==> src/rtl/decode_queue_if.sv <==
// decode_queue_if: fetch-to-decode handshake and head/occupancy bundle
interface decode_queue_if #(
  parameter int XLEN = 64,
  parameter int CW = 3
);
  logic in_valid;
  logic in_ready;
  logic [XLEN-1:0] pc_in;
  logic [31:0] inst_in;
  logic out_valid;
  logic out_ready;
  logic [XLEN-1:0] pc_out;
  logic [31:0] inst_out;
  logic compressed_out;
  logic [CW-1:0] count_out;
  modport master (
    output in_valid, pc_in, inst_in, out_ready,
    input in_ready, out_valid, pc_out, inst_out, compressed_out, count_out
  );
  modport slave (
    input in_valid, pc_in, inst_in, out_ready,
    output in_ready, out_valid, pc_out, inst_out, compressed_out, count_out
  );
endinterface

==> src/rtl/decode_queue.sv <==
// decode_queue: show-ahead {pc, inst} FIFO between fetch and decode, flushed on redirect
module decode_queue #(
  parameter int XLEN = 64,
  parameter int DEPTH = 4,
  parameter int CW = $clog2(DEPTH) + 1
) (
  input logic clk,
  input logic rst,
  input logic clear,
  input logic trap_en,
  input logic bj_en,
  decode_queue_if.slave q
);
  localparam int AW = $clog2(DEPTH);
  logic [XLEN-1:0] pc_mem [DEPTH];
  logic [31:0] inst_mem [DEPTH];
  logic [AW-1:0] wp, rp;
  logic [CW-1:0] count;
  logic flush, full, empty, push, pop;
  always_comb begin
    flush = clear | trap_en | bj_en;
    full = count == CW'(DEPTH);
    empty = count == '0;
    push = q.in_valid & ~full & ~flush;
    pop = ~empty & q.out_ready & ~flush;
  end
  always_ff @(posedge clk or posedge rst) begin
    if (rst) begin
      wp <= '0;
      rp <= '0;
      count <= '0;
    end else if (flush) begin
      wp <= '0;
      rp <= '0;
      count <= '0;
    end else begin
      if (push) wp <= wp + AW'(1);
      if (pop) rp <= rp + AW'(1);
      if (push && !pop) count <= count + CW'(1);
      else if (pop && !push) count <= count - CW'(1);
    end
  end
  // storage carries no reset; visibility is governed by count alone
  always_ff @(posedge clk) begin
    if (push) begin
      pc_mem[wp] <= q.pc_in;
      inst_mem[wp] <= q.inst_in;
    end
  end
  always_comb begin
    q.in_ready = ~full;
    q.out_valid = ~empty;
    q.pc_out = empty ? '0 : pc_mem[rp];
    q.inst_out = empty ? 32'h0000_0013 : inst_mem[rp];
    q.compressed_out = ~empty & (inst_mem[rp][1:0] != 2'b11);
    q.count_out = count;
  end
endmodule

==> src/flat_wrapper.sv <==
// flat-port wrapper written by rule: the top's interface ports become plain ports
module decode_queue_flat 
#(
  parameter int XLEN = 64,
  parameter int DEPTH = 4,
  parameter int CW = $clog2(DEPTH) + 1
)
  (clk, rst, clear, trap_en, bj_en, q_in_valid, q_pc_in, q_inst_in, q_out_ready, q_in_ready, q_out_valid, q_pc_out, q_inst_out, q_compressed_out, q_count_out);
  decode_queue_if #(.XLEN(XLEN), .CW(CW)) q_i ();
  input logic clk;
  input logic rst;
  input logic clear;
  input logic trap_en;
  input logic bj_en;
  input wire logic [$bits(q_i.in_valid)-1:0] q_in_valid;
  input wire logic [$bits(q_i.pc_in)-1:0] q_pc_in;
  input wire logic [$bits(q_i.inst_in)-1:0] q_inst_in;
  input wire logic [$bits(q_i.out_ready)-1:0] q_out_ready;
  output wire logic [$bits(q_i.in_ready)-1:0] q_in_ready;
  output wire logic [$bits(q_i.out_valid)-1:0] q_out_valid;
  output wire logic [$bits(q_i.pc_out)-1:0] q_pc_out;
  output wire logic [$bits(q_i.inst_out)-1:0] q_inst_out;
  output wire logic [$bits(q_i.compressed_out)-1:0] q_compressed_out;
  output wire logic [$bits(q_i.count_out)-1:0] q_count_out;
  assign q_i.in_valid = q_in_valid;
  assign q_i.pc_in = q_pc_in;
  assign q_i.inst_in = q_inst_in;
  assign q_i.out_ready = q_out_ready;
  assign q_in_ready = q_i.in_ready;
  assign q_out_valid = q_i.out_valid;
  assign q_pc_out = q_i.pc_out;
  assign q_inst_out = q_i.inst_out;
  assign q_compressed_out = q_i.compressed_out;
  assign q_count_out = q_i.count_out;
  decode_queue #(.XLEN(XLEN), .DEPTH(DEPTH), .CW(CW)) u_core (.clk(clk), .rst(rst), .clear(clear), .trap_en(trap_en), .bj_en(bj_en), .q(q_i));
endmodule
==> config.mk <==
export PLATFORM = sky130hd
export DESIGN_NAME = decode_queue_flat
export DESIGN_NICKNAME = d
export VERILOG_FILES = /design/src/rtl/decode_queue_if.sv /design/src/rtl/decode_queue.sv /design/src/flat_wrapper.sv
export SDC_FILE = /design/constraint.sdc
export NUM_CORES = 1
export LEC_CHECK = 0
export ABC_AREA = 1
export BUFFER_PORTS_ARGS = -buffer_cell sky130_fd_sc_hd__buf_2
export CAP_MARGIN = 20
export CORE_MARGIN = 2
export CORE_UTILIZATION = 58
export CTS_CLUSTER_SIZE = 12
export DETAILED_ROUTE_END_ITERATION = 10
export PLACE_DENSITY = 0.78
export RECOVER_POWER = 50
export SLEW_MARGIN = 15
export SYNTH_ARGS = -nofsm -noshare
export SYNTH_HDL_FRONTEND = slang
export SYNTH_SLANG_ARGS = --single-unit
==> constraint.sdc <==
create_clock -name clk -period 16.5 [get_ports clk]
set_input_delay 1.65 -clock clk [delete_from_list [all_inputs] [get_ports clk]]
set_output_delay 1.65 -clock clk [all_outputs]
set_load 0.005 [all_outputs]
==> results.toml, run 1 <==
[outcome]
outcome = "finished with violations"
violations = "max-capacitance violations, max-slew violations"

[clock_tree]
cts-root-buf = "clkbuf_16"
path_clk_slew_ns = 0.06
insertion_delay_ns = 0.53
cts-resized-gates = 0
cts_made_buffers = 40
cts_hold_buffers = 0
cts.sinks = 391
cts_tree = "yes"
htreeDepth = 2
clock_path_buffers = 3
cts_setup_buffers = 0

[finish]
final_cells = 2080
layout-drive-gt1-share_pct = 9.723
finalInstanceArea_um2 = 18540
syn_to_final_growth_pct = 12.82
nFillCells = 2065
final_cell_mix = "nand2_1, edfxtp_1, inv_1"
layout.nets = 1783
final_common_cell = "nand2_1"

[place]
place_congestion = 0.7688
dp_hpwl_um = 20460
postPlaceCellArea_um2 = 17520
dp.cells = 2009
io_buffer_count = 204
pre_cts_slack_ns = 11.57

[sta]
max-slew-margin-rel_pct = -179.7
timing.hold.ws_ns = 0.6122
fin_skew_ns = 0.01843
worstMarginPinSlew_ns = 4.195
setup_ws_ns = 7.607
fmaxAchievable_mhz = 112.4
finalMaxSlewViolations = 244
tns_ns = 0
rsz0062_at_grt = "false"
min_period_ns = 8.893
setup_viol = 0
fin_crit_sh_pct = 53.90
hold_viol_final = 0

[pwr]
internal_power_w = 0.001575
vdd_drop_max_mv = 0.07920
p_comb_share_pct = 2.1
p_per_area_nw_per_um2 = 105.2
netSwitchingFraction_pct = 19.24
seqPwrFrac_pct = 56.3
leakagePower_nw = 7.751
p_sw_w = 0.0003752
power_frac_clock_pct = 41.7

[routing]
ant_nets = 0
first_pass_iters = 5
drcViolationCount = 0
wl_met3_um = 2693
top_layer = "met5"
wl_um = 35580
via_per_inst = 5.214
wl_met2_um = 17900
vias = 10850
wl_per_cell_um = 17.10
wl_met1_um = 13720
drt_iter0_markers = 891

[grt]
grt_usage_pct = 23.96
grt_max_degree = 113
grt_pass1_wl_um = 54510
overflow = 0
grt_pass1_vias = 10780
antenna_found_initial = 6

[floorplan]
die-area_um2 = 29690
fp.coreArea_um2 = 27860
die_h_um = 172.3
chipWidth_um = 172.3
pin_count = 205
start_util_pct = 58.98
rows = 61

[setup_path]
worst-path-max-fanout = 100
crit_required_ns = 14.85
critPathCaptureType = "primary output"
startpoint_type = "register"
cp.arrival_ns = 7.24
path_class = "register to primary output"

[yosys]
yosysSeqAreaShare_pct = 71.25
yosys_warnings = 0
synth.net_count = 1600
ys_types = 22
syn_inst = 1491
syn_avg_cell_area_um2 = 11.02
synth_seq_cells = 391
syn_area_um2 = 16430

[run]
max_cap_violations = 3

[min_path]
hold_class = "register to register"
kinds of logic after synthesis:
group,count (synthesis),share of synthesized area [%]
fa+ha+maj,6,0.5026
compound gates,97,2.985
flops,391,71.25
simple gates,715,17.28
buf+inv,282,7.988
metal layers:
metal  global-route usage, %  vias up
met5                       0        -
met4                   11.62        2
met3                   4.967       92
met2                   40.68      429
met1                   29.49     5114
li1                        -     5209
synth_stat cells, drive strengths merged:
cell type	number	share of area, %
inv	207	4.8
fa	1	0.12
o21ai	2	0.061
nand2	592	14
nand4	4	0.15
buf	66	3.0
ha	5	0.38
nand3	106	3.2
edfxtp	384	70
a21oi	93	2.8
clkbuf	9	0.21
o211ai	2	0.091
nor2	12	0.29
dfrtp	7	1.1
or2	1	0.038
flip-flops by register name, summed over array words and instances, names as in the netlist:
signal,count
u_core.q.count_out,3
u_core.inst_mem,128
u_core.rp,2
u_core.pc_mem,256
u_core.wp,2
worst max-delay path, stage by stage (launching register included):
cell and delay, ns:
dfrtp_1 2.69, clkbuf_1 3.12, nand2_1 0.18, nand2_1 0.21, nand2_1 0.08, a21oi_1 0.24
buf_2 0.17
final cells by class:
cell class,instances,area [µm²],share of cell area (%)
Clock buffer,59,1082,5.839
Clock inverter,6,66.31,0.3577
Multi-Input combinational cell,818,3432,18.52
Antenna cell,5,12.51,0.06750
Sequential cell,391,11710,63.17
Tap cell,378,473.0,2.551
Timing Repair Buffer,216,974.7,5.258
Inverter,207,785.8,4.239
through the flow:
stage	total power [W]	utilization, %
after CTS	0.001964	67.01
final	0.001950	66.54
after global placement	0.001160	62.88
after global routing	0.002007	66.52
after detailed placement	0.001162	62.88
after floorplan	0.001133	-
worst paths after layout:
kind / start / to / slack [ns] / depth (start not counted)
min in group asynchronous: rst / u_core.rp[0] / 1.08 / 2
max in group asynchronous: rst / u_core.rp[1] / 15.12 / 2
hold reg to reg: u_core.q.count_out[2] / u_core.q.count_out[2] / 0.61 / 2
setup reg to reg: u_core.rp[0] / u_core.rp[1] / 10.10 / 6
setup / recovery: u_core.rp[0] / q_pc_out[56] / 7.61 / 6
hold / removal: u_core.q.count_out[2] / u_core.q.count_out[2] / 0.61 / 2
power by group through the flow:
stage	Clock (W)	Combinational (W)	Sequential [W]
detailed placement	0	0.0000432	0.00112
floorplan	0	0.0000133	0.00112
global route	0.000865	0.0000448	0.00110
global placement	0	0.0000413	0.00112
finish	0.000813	0.0000401	0.00110
CTS	0.000823	0.0000435	0.00110
No activity file was read; power rests on OpenSTA's default activity.
==> run 2: changes to the inputs <==
CORE_UTILIZATION = 52   (was 58)
PLACE_DENSITY = 0.74   (was 0.78)
clock period = 7.5 ns   (was 16.5 ns; I/O delays follow)
==> run 2 against run 1 <==
The flow still finishes with violations (max-capacitance violations, max-slew violations). Core utilization decreased by 6.9 points. Global-route usage decreased by 2.4 points. Critical path type unchanged. Total power increased by 120%. Worst setup slack got worse by 5.4 ns. Worst hold slack got worse by 0.47 ns. Flip-flop and latch count unchanged. Largest power group unchanged. Die area increased by 11%. Design area increased by 0.78%.
==> results.toml, run 2 (same netlist as run 1, synthesis figures left out) <==
[outcome]
outcome = "finished with violations"
violations = "max-capacitance violations, max-slew violations"

[clock_tree]
cts-resized-gates = 0
cts_made_buffers = 41
insertion_delay_ns = 0.54
htreeDepth = 2
path_clk_slew_ns = 0.06
cts_hold_buffers = 0
clock_path_buffers = 3
cts-root-buf = "clkbuf_16"
cts.sinks = 391
cts_tree = "yes"
cts_setup_buffers = 0

[floorplan]
chipWidth_um = 181.8
die_h_um = 181.8
die-area_um2 = 33030
start_util_pct = 52.48
rows = 65
fp.coreArea_um2 = 31310
pin_count = 205

[setup_path]
r2r_setup_slack_ns = 3.51
path_cells = "clkinvlp_2, buf_16, nand3_1, a21oi_1, buf_2"
worst-path-max-fanout = 51
crit_required_ns = 6.75
critPathCaptureType = "primary output"
path_class = "register to primary output"
cp.arrival_ns = 4.58
critPathBufInv = 3
crit_slowest_cell = "clkinvlp_2"
critPathMaxStageDelay_ns = 1.92
startpoint_type = "register"
cp_top_family = "buffers and inverters"

[pwr]
netSwitchingFraction_pct = 19.57
seqPwrFrac_pct = 55.8
internal_power_w = 0.003483
p_comb_share_pct = 2.0
power_frac_clock_pct = 42.2
p_sw_w = 0.0008474
leakagePower_nw = 7.828
vdd_drop_max_mv = 0.1591
p_per_area_nw_per_um2 = 231.8

[sta]
max-slew-margin-rel_pct = -52.68
fin_skew_ns = 0.02869
tns_ns = 0
min_period_ns = 5.330
fmaxAchievable_mhz = 187.6
hold_viol_final = 0
fin_crit_sh_pct = 71.06
setup_viol = 0
rsz0062_at_grt = "false"
finalMaxSlewViolations = 114
setup_ws_ns = 2.170
worstMarginPinSlew_ns = 2.278

[grt]
antenna_found_initial = 7
grt_max_degree = 102
grt_usage_pct = 21.54
grt_pass1_vias = 10720
overflow = 0
grt_pass1_wl_um = 55870

[finish]
syn_to_final_growth_pct = 13.70
final_common_cell = "nand2_1"
final_cells = 2113
layout.nets = 1786
final_cell_mix = "nand2_1, edfxtp_1, inv_1"
largest_register_ffs = 256
regMostFlops = "u_core.pc_mem"
layout-drive-gt1-share_pct = 10.25
nFillCells = 2495
finalInstanceArea_um2 = 18680

[place]
pre_cts_slack_ns = 3.300
dp.cells = 2035
dp_hpwl_um = 20840
io_buffer_count = 204
postPlaceCellArea_um2 = 17580
place_congestion = 0.7949

[min_path]
hold_class = "input port to async pin"

[routing]
drcViolationCount = 0
wl_um = 35450
ant_nets = 0
drt_iter0_markers = 828
via_per_inst = 5.120
vias = 10820
wl_per_cell_um = 16.78
first_pass_iters = 5

[run]
max_cap_violations = 4
-- run 2: final timing paths --
kind / cells after the start / endpoint / startpoint
min in group clk: 1 / u_core.inst_mem[2][0] / q_inst_in[0]
setup / recovery: 5 / q_inst_out[8] / u_core.rp[1]
hold reg to reg: 2 / u_core.wp[1] / u_core.wp[1]
setup reg to reg: 7 / u_core.rp[1] / u_core.rp[1]
hold / removal: 2 / u_core.q.count_out[0] / rst
max in group asynchronous: 2 / u_core.rp[1] / rst
-- run 2: power by group through the flow --
stage	registers [W]	clock network (W)	logic, W
finish	0.00241	0.00183	0.0000871
floorplan	0.00246	0	0.0000293
global placement	0.00246	0	0.0000908
detailed placement	0.00246	0	0.0000955
CTS	0.00241	0.00186	0.0000958
global route	0.00241	0.00195	0.0000978
-- run 2: final cells by class --
cell class | count | area, µm² | area share, %
sequential | 391 | 11710 | 62.70
tap | 402 | 503.0 | 2.692
multi-input combinational | 818 | 3417 | 18.29
clock buffer | 60 | 1129 | 6.041
antenna | 3 | 7.507 | 0.04018
timing repair buffer | 218 | 1044 | 5.586
inverter | 207 | 784.5 | 4.199
clock inverter | 14 | 83.83 | 0.4487
-- run 2: per-layer routing --
layer | vias up | track usage (%) | part of all wire (%)
li1 | 5216 | - | -
met1 | 5179 | 28.35 | 42
met2 | 353 | 36.60 | 49
met3 | 64 | 4.473 | 6.7
met4 | 6 | 5.984 | 2.3
met5 | - | 0 | 0.099
-- run 2: stage by stage --
stage | util, % | power [W] | hold WS (ns)
finish | 59.66 | 0.004331 | 0.1394
global route | 59.65 | 0.004467 | 0.1487
CTS | 60.03 | 0.004368 | 0.1294
detailed placement | 56.16 | 0.002556 | 0.5645
global placement | 56.07 | 0.002551 | 0.5591
floorplan | - | 0.002492 | 0.5251
==> run 3: changes to the inputs <==
ABC_AREA = 0   (was 1)
CORE_UTILIZATION = 57   (was 52)
PLACE_DENSITY = 0.77   (was 0.74)
clock period = 5.06 ns   (was 7.5 ns; I/O delays follow)
==> run 3 against run 2 <==
The run now ends clean. Highest routed layer unchanged. Critical endpoint is now q_inst_out[30]. Critical path depth is 1 lower. Area after synthesis down 9.0%. Register-to-register slack worse by 1.2 ns. Clock-buffer cell count fell by 10. Sequential share of layout area increased by 5.0 points. Via count down 34%. Largest cell class unchanged.
==> results.toml, run 3 <==
[outcome]
outcome = "finished clean"

[sta]
setup_viol = 0
rsz0062_at_grt = "false"
fmaxAchievable_mhz = 295.0
tns_ns = 0
fin_crit_sh_pct = 66.99
fin_skew_ns = 0.006172
finalMaxSlewViolations = 0
worstMarginPinSlew_ns = 0.9222
min_period_ns = 3.390
max-slew-margin-rel_pct = 38.52
hold_viol_final = 0

[pwr]
leakagePower_nw = 5.718
internal_power_w = 0.005068
seqPwrFrac_pct = 57.8
netSwitchingFraction_pct = 18.12
finalPower_w = 0.006189
p_sw_w = 0.001121
p_per_area_nw_per_um2 = 357.5
p_comb_share_pct = 1.9
vdd_drop_max_mv = 0.2171
power_frac_clock_pct = 40.3

[yosys]
synth.most_common_cell = "edfxtp_1"
synth.area.top_cells = "edfxtp_1, mux4_2, and2_1, dfrtp_1, ha_1"
synth.net_count = 770
synthFlopType = "edfxtp_1"
synth-edff-count = 384
syn_area_um2 = 14950
ys_types = 25
yosysSeqAreaShare_pct = 78.28
async_flop_share_pct = 1.790
syn_avg_cell_area_um2 = 22.62
yosys-top-cells-count = "edfxtp_1, and2_1, mux4_2, clkbuf_1, buf_2"
synth_seq_cells = 391
synth_xor_area_share_pct = 0.2343
synth_top_cell_area_share_pct = 77.11
synth_mux_area_share_pct = 14.46
synth-simple-area-share_pct = 4.685
syn_inst = 661
synth_compound_area_share_pct = 0.3765
synth_top_family_by_area = "multiplexers"
synth_fa_ha_area_share_pct = 0.5522
yosysTopAreaCell = "edfxtp_1"
yosys_warnings = 0

[routing]
via_per_inst = 5.728
wl_um = 27500
vias = 7086
drcViolationCount = 0
drt_iter0_markers = 495
ant_nets = 0
wl_per_cell_um = 22.23
first_pass_iters = 5

[grt]
grt_pass1_wl_um = 42410
overflow = 0
grt_max_degree = 61
antenna_found_initial = 4
grt_usage_pct = 20.27
grt_pass1_vias = 7401

[finish]
final_common_cell = "edfxtp_1"
final_cell_mix = "edfxtp_1, buf_2, clkbuf_1"
layout.nets = 995
syn_to_final_growth_pct = 15.76
largest_register_ffs = 256
layout-drive-gt1-share_pct = 29.48
regMostFlops = "u_core.pc_mem"

[floorplan]
rows = 59
pin_count = 205
die-area_um2 = 27550
die_h_um = 166.0
fp.coreArea_um2 = 25910
chipWidth_um = 166.0
start_util_pct = 57.71

[min_path]
hold_class = "input port to register"
min_from = "q_pc_in[15]"
whs_path_depth = 1
hold_end = "u_core.pc_mem[1][15]"

[setup_path]
startpoint_type = "register"
path_class = "register to primary output"
critPathCaptureType = "primary output"
timing.rr.end = "u_core.inst_mem[3][13]"
r2r_setup_slack_ns = 2.33
rr_startpoint = "u_core.q.count_out[2]"
reg2reg_depth = 4
cp.arrival_ns = 2.88
crit_required_ns = 4.55
worst-path-max-fanout = 40

[clock_tree]
clock_path_buffers = 3
path_clk_slew_ns = 0.05
cts_tree = "yes"
htreeDepth = 2
insertion_delay_ns = 0.51
cts.sinks = 391
cts_made_buffers = 39
cts-root-buf = "clkbuf_16"

[run]
max_cap_violations = 0

[place]
io_buffer_count = 204
place_congestion = 0.7652
dp_hpwl_um = 16800
-- run 3: changes by cell type after synthesis, sizes merged, moves of 4 or more --
cell,delta
nand2,-592
inv,-199
nand3,-104
and2,+97
mux4,+96
a21oi,-88
buf,-49
clkbuf,+7
nor2,-7
nand4,-4
-- run 3: logic make-up after synthesis --
| kind of cell | count (synthesis) |
|---|---|
| compound gates | 10 |
| mux | 96 |
| buf+inv | 41 |
| xor+xnor | 4 |
| flops | 391 |
| simple gates | 113 |
| fa+ha+maj | 6 |
-- run 3: per-stage QoR --
stage | cell area, µm² | setup WS [ns] | util (%) | std cells | hold WS, ns
2_1_floorplan | 14950 | 1.037 | - | 661 | 0.3094
3_3_place_gp | 16350 | 1.996 | 63.08 | 1179 | 0.4379
3_5_place_dp | 16350 | 1.928 | 63.08 | 1179 | 0.4454
4_1_cts | 17430 | 1.569 | 67.27 | 1234 | 0.1857
5_1_grt | 17310 | 1.434 | 66.81 | 1237 | 0.2498
6_report | 17310 | 1.670 | 66.81 | 1237 | 0.2511
-- run 3: routing by layer --
| metal | up-vias | wire length [µm] | GRT usage, % |
|---|---|---|---|
| li1 | 3125 | - | - |
| met1 | 3642 | 10970 | 27.52 |
| met2 | 256 | 13860 | 32.89 |
| met3 | 61 | 1724 | 3.694 |
| met4 | 2 | 937 | 8.922 |
| met5 | - | 11 | 0 |
-- run 3: cell type report --
type                    count  area, µm²
diodes                      3      7.507
clock buffers              50       1060
clock inverters             4      15.01
fillers                  1689       8600
inverters                   8      30.03
multi-input cells         229       3042
flip-flops and latches    391      11710
well taps                 335      419.2
repair buffers            217       1025
-- run 3: worst max-delay path, stage by stage, from the launching register on --
cell	delay [ns]
dfrtp_4	0.96
buf_4	0.51
mux4_2	0.55
and2_1	0.20
buf_2	0.13
-- run 3: timing repair --
action	CTS	global route
hold buffers	1	0
hold endpoints to repair	7	0
gates resized for setup	0	0
buffers inserted	0	0
endpoints found under the setup margin	0	0
-- run 3: power by group through the flow --
| stage | logic, W | registers (W) | clock network [W] |
|---|---|---|---|
| detailed placement | 0.000128 | 0.00365 | 0 |
| CTS | 0.000128 | 0.00358 | 0.00254 |
| floorplan | 0.0000374 | 0.00365 | 0 |
| finish | 0.000116 | 0.00358 | 0.00249 |
| global placement | 0.000123 | 0.00365 | 0 |
| global route | 0.000130 | 0.00358 | 0.00266 |
-- run 3: how the worst max path moves through the flow --
stage,start,to
global route,u_core.rp[0],q_pc_out[30]
finish,u_core.rp[0],q_inst_out[30]
CTS,u_core.rp[0],q_inst_out[30]
floorplan,trap_en,u_core.inst_mem[0][0]
detailed placement,trap_en,u_core.inst_mem[3][10]
global placement,trap_en,u_core.pc_mem[1][29]
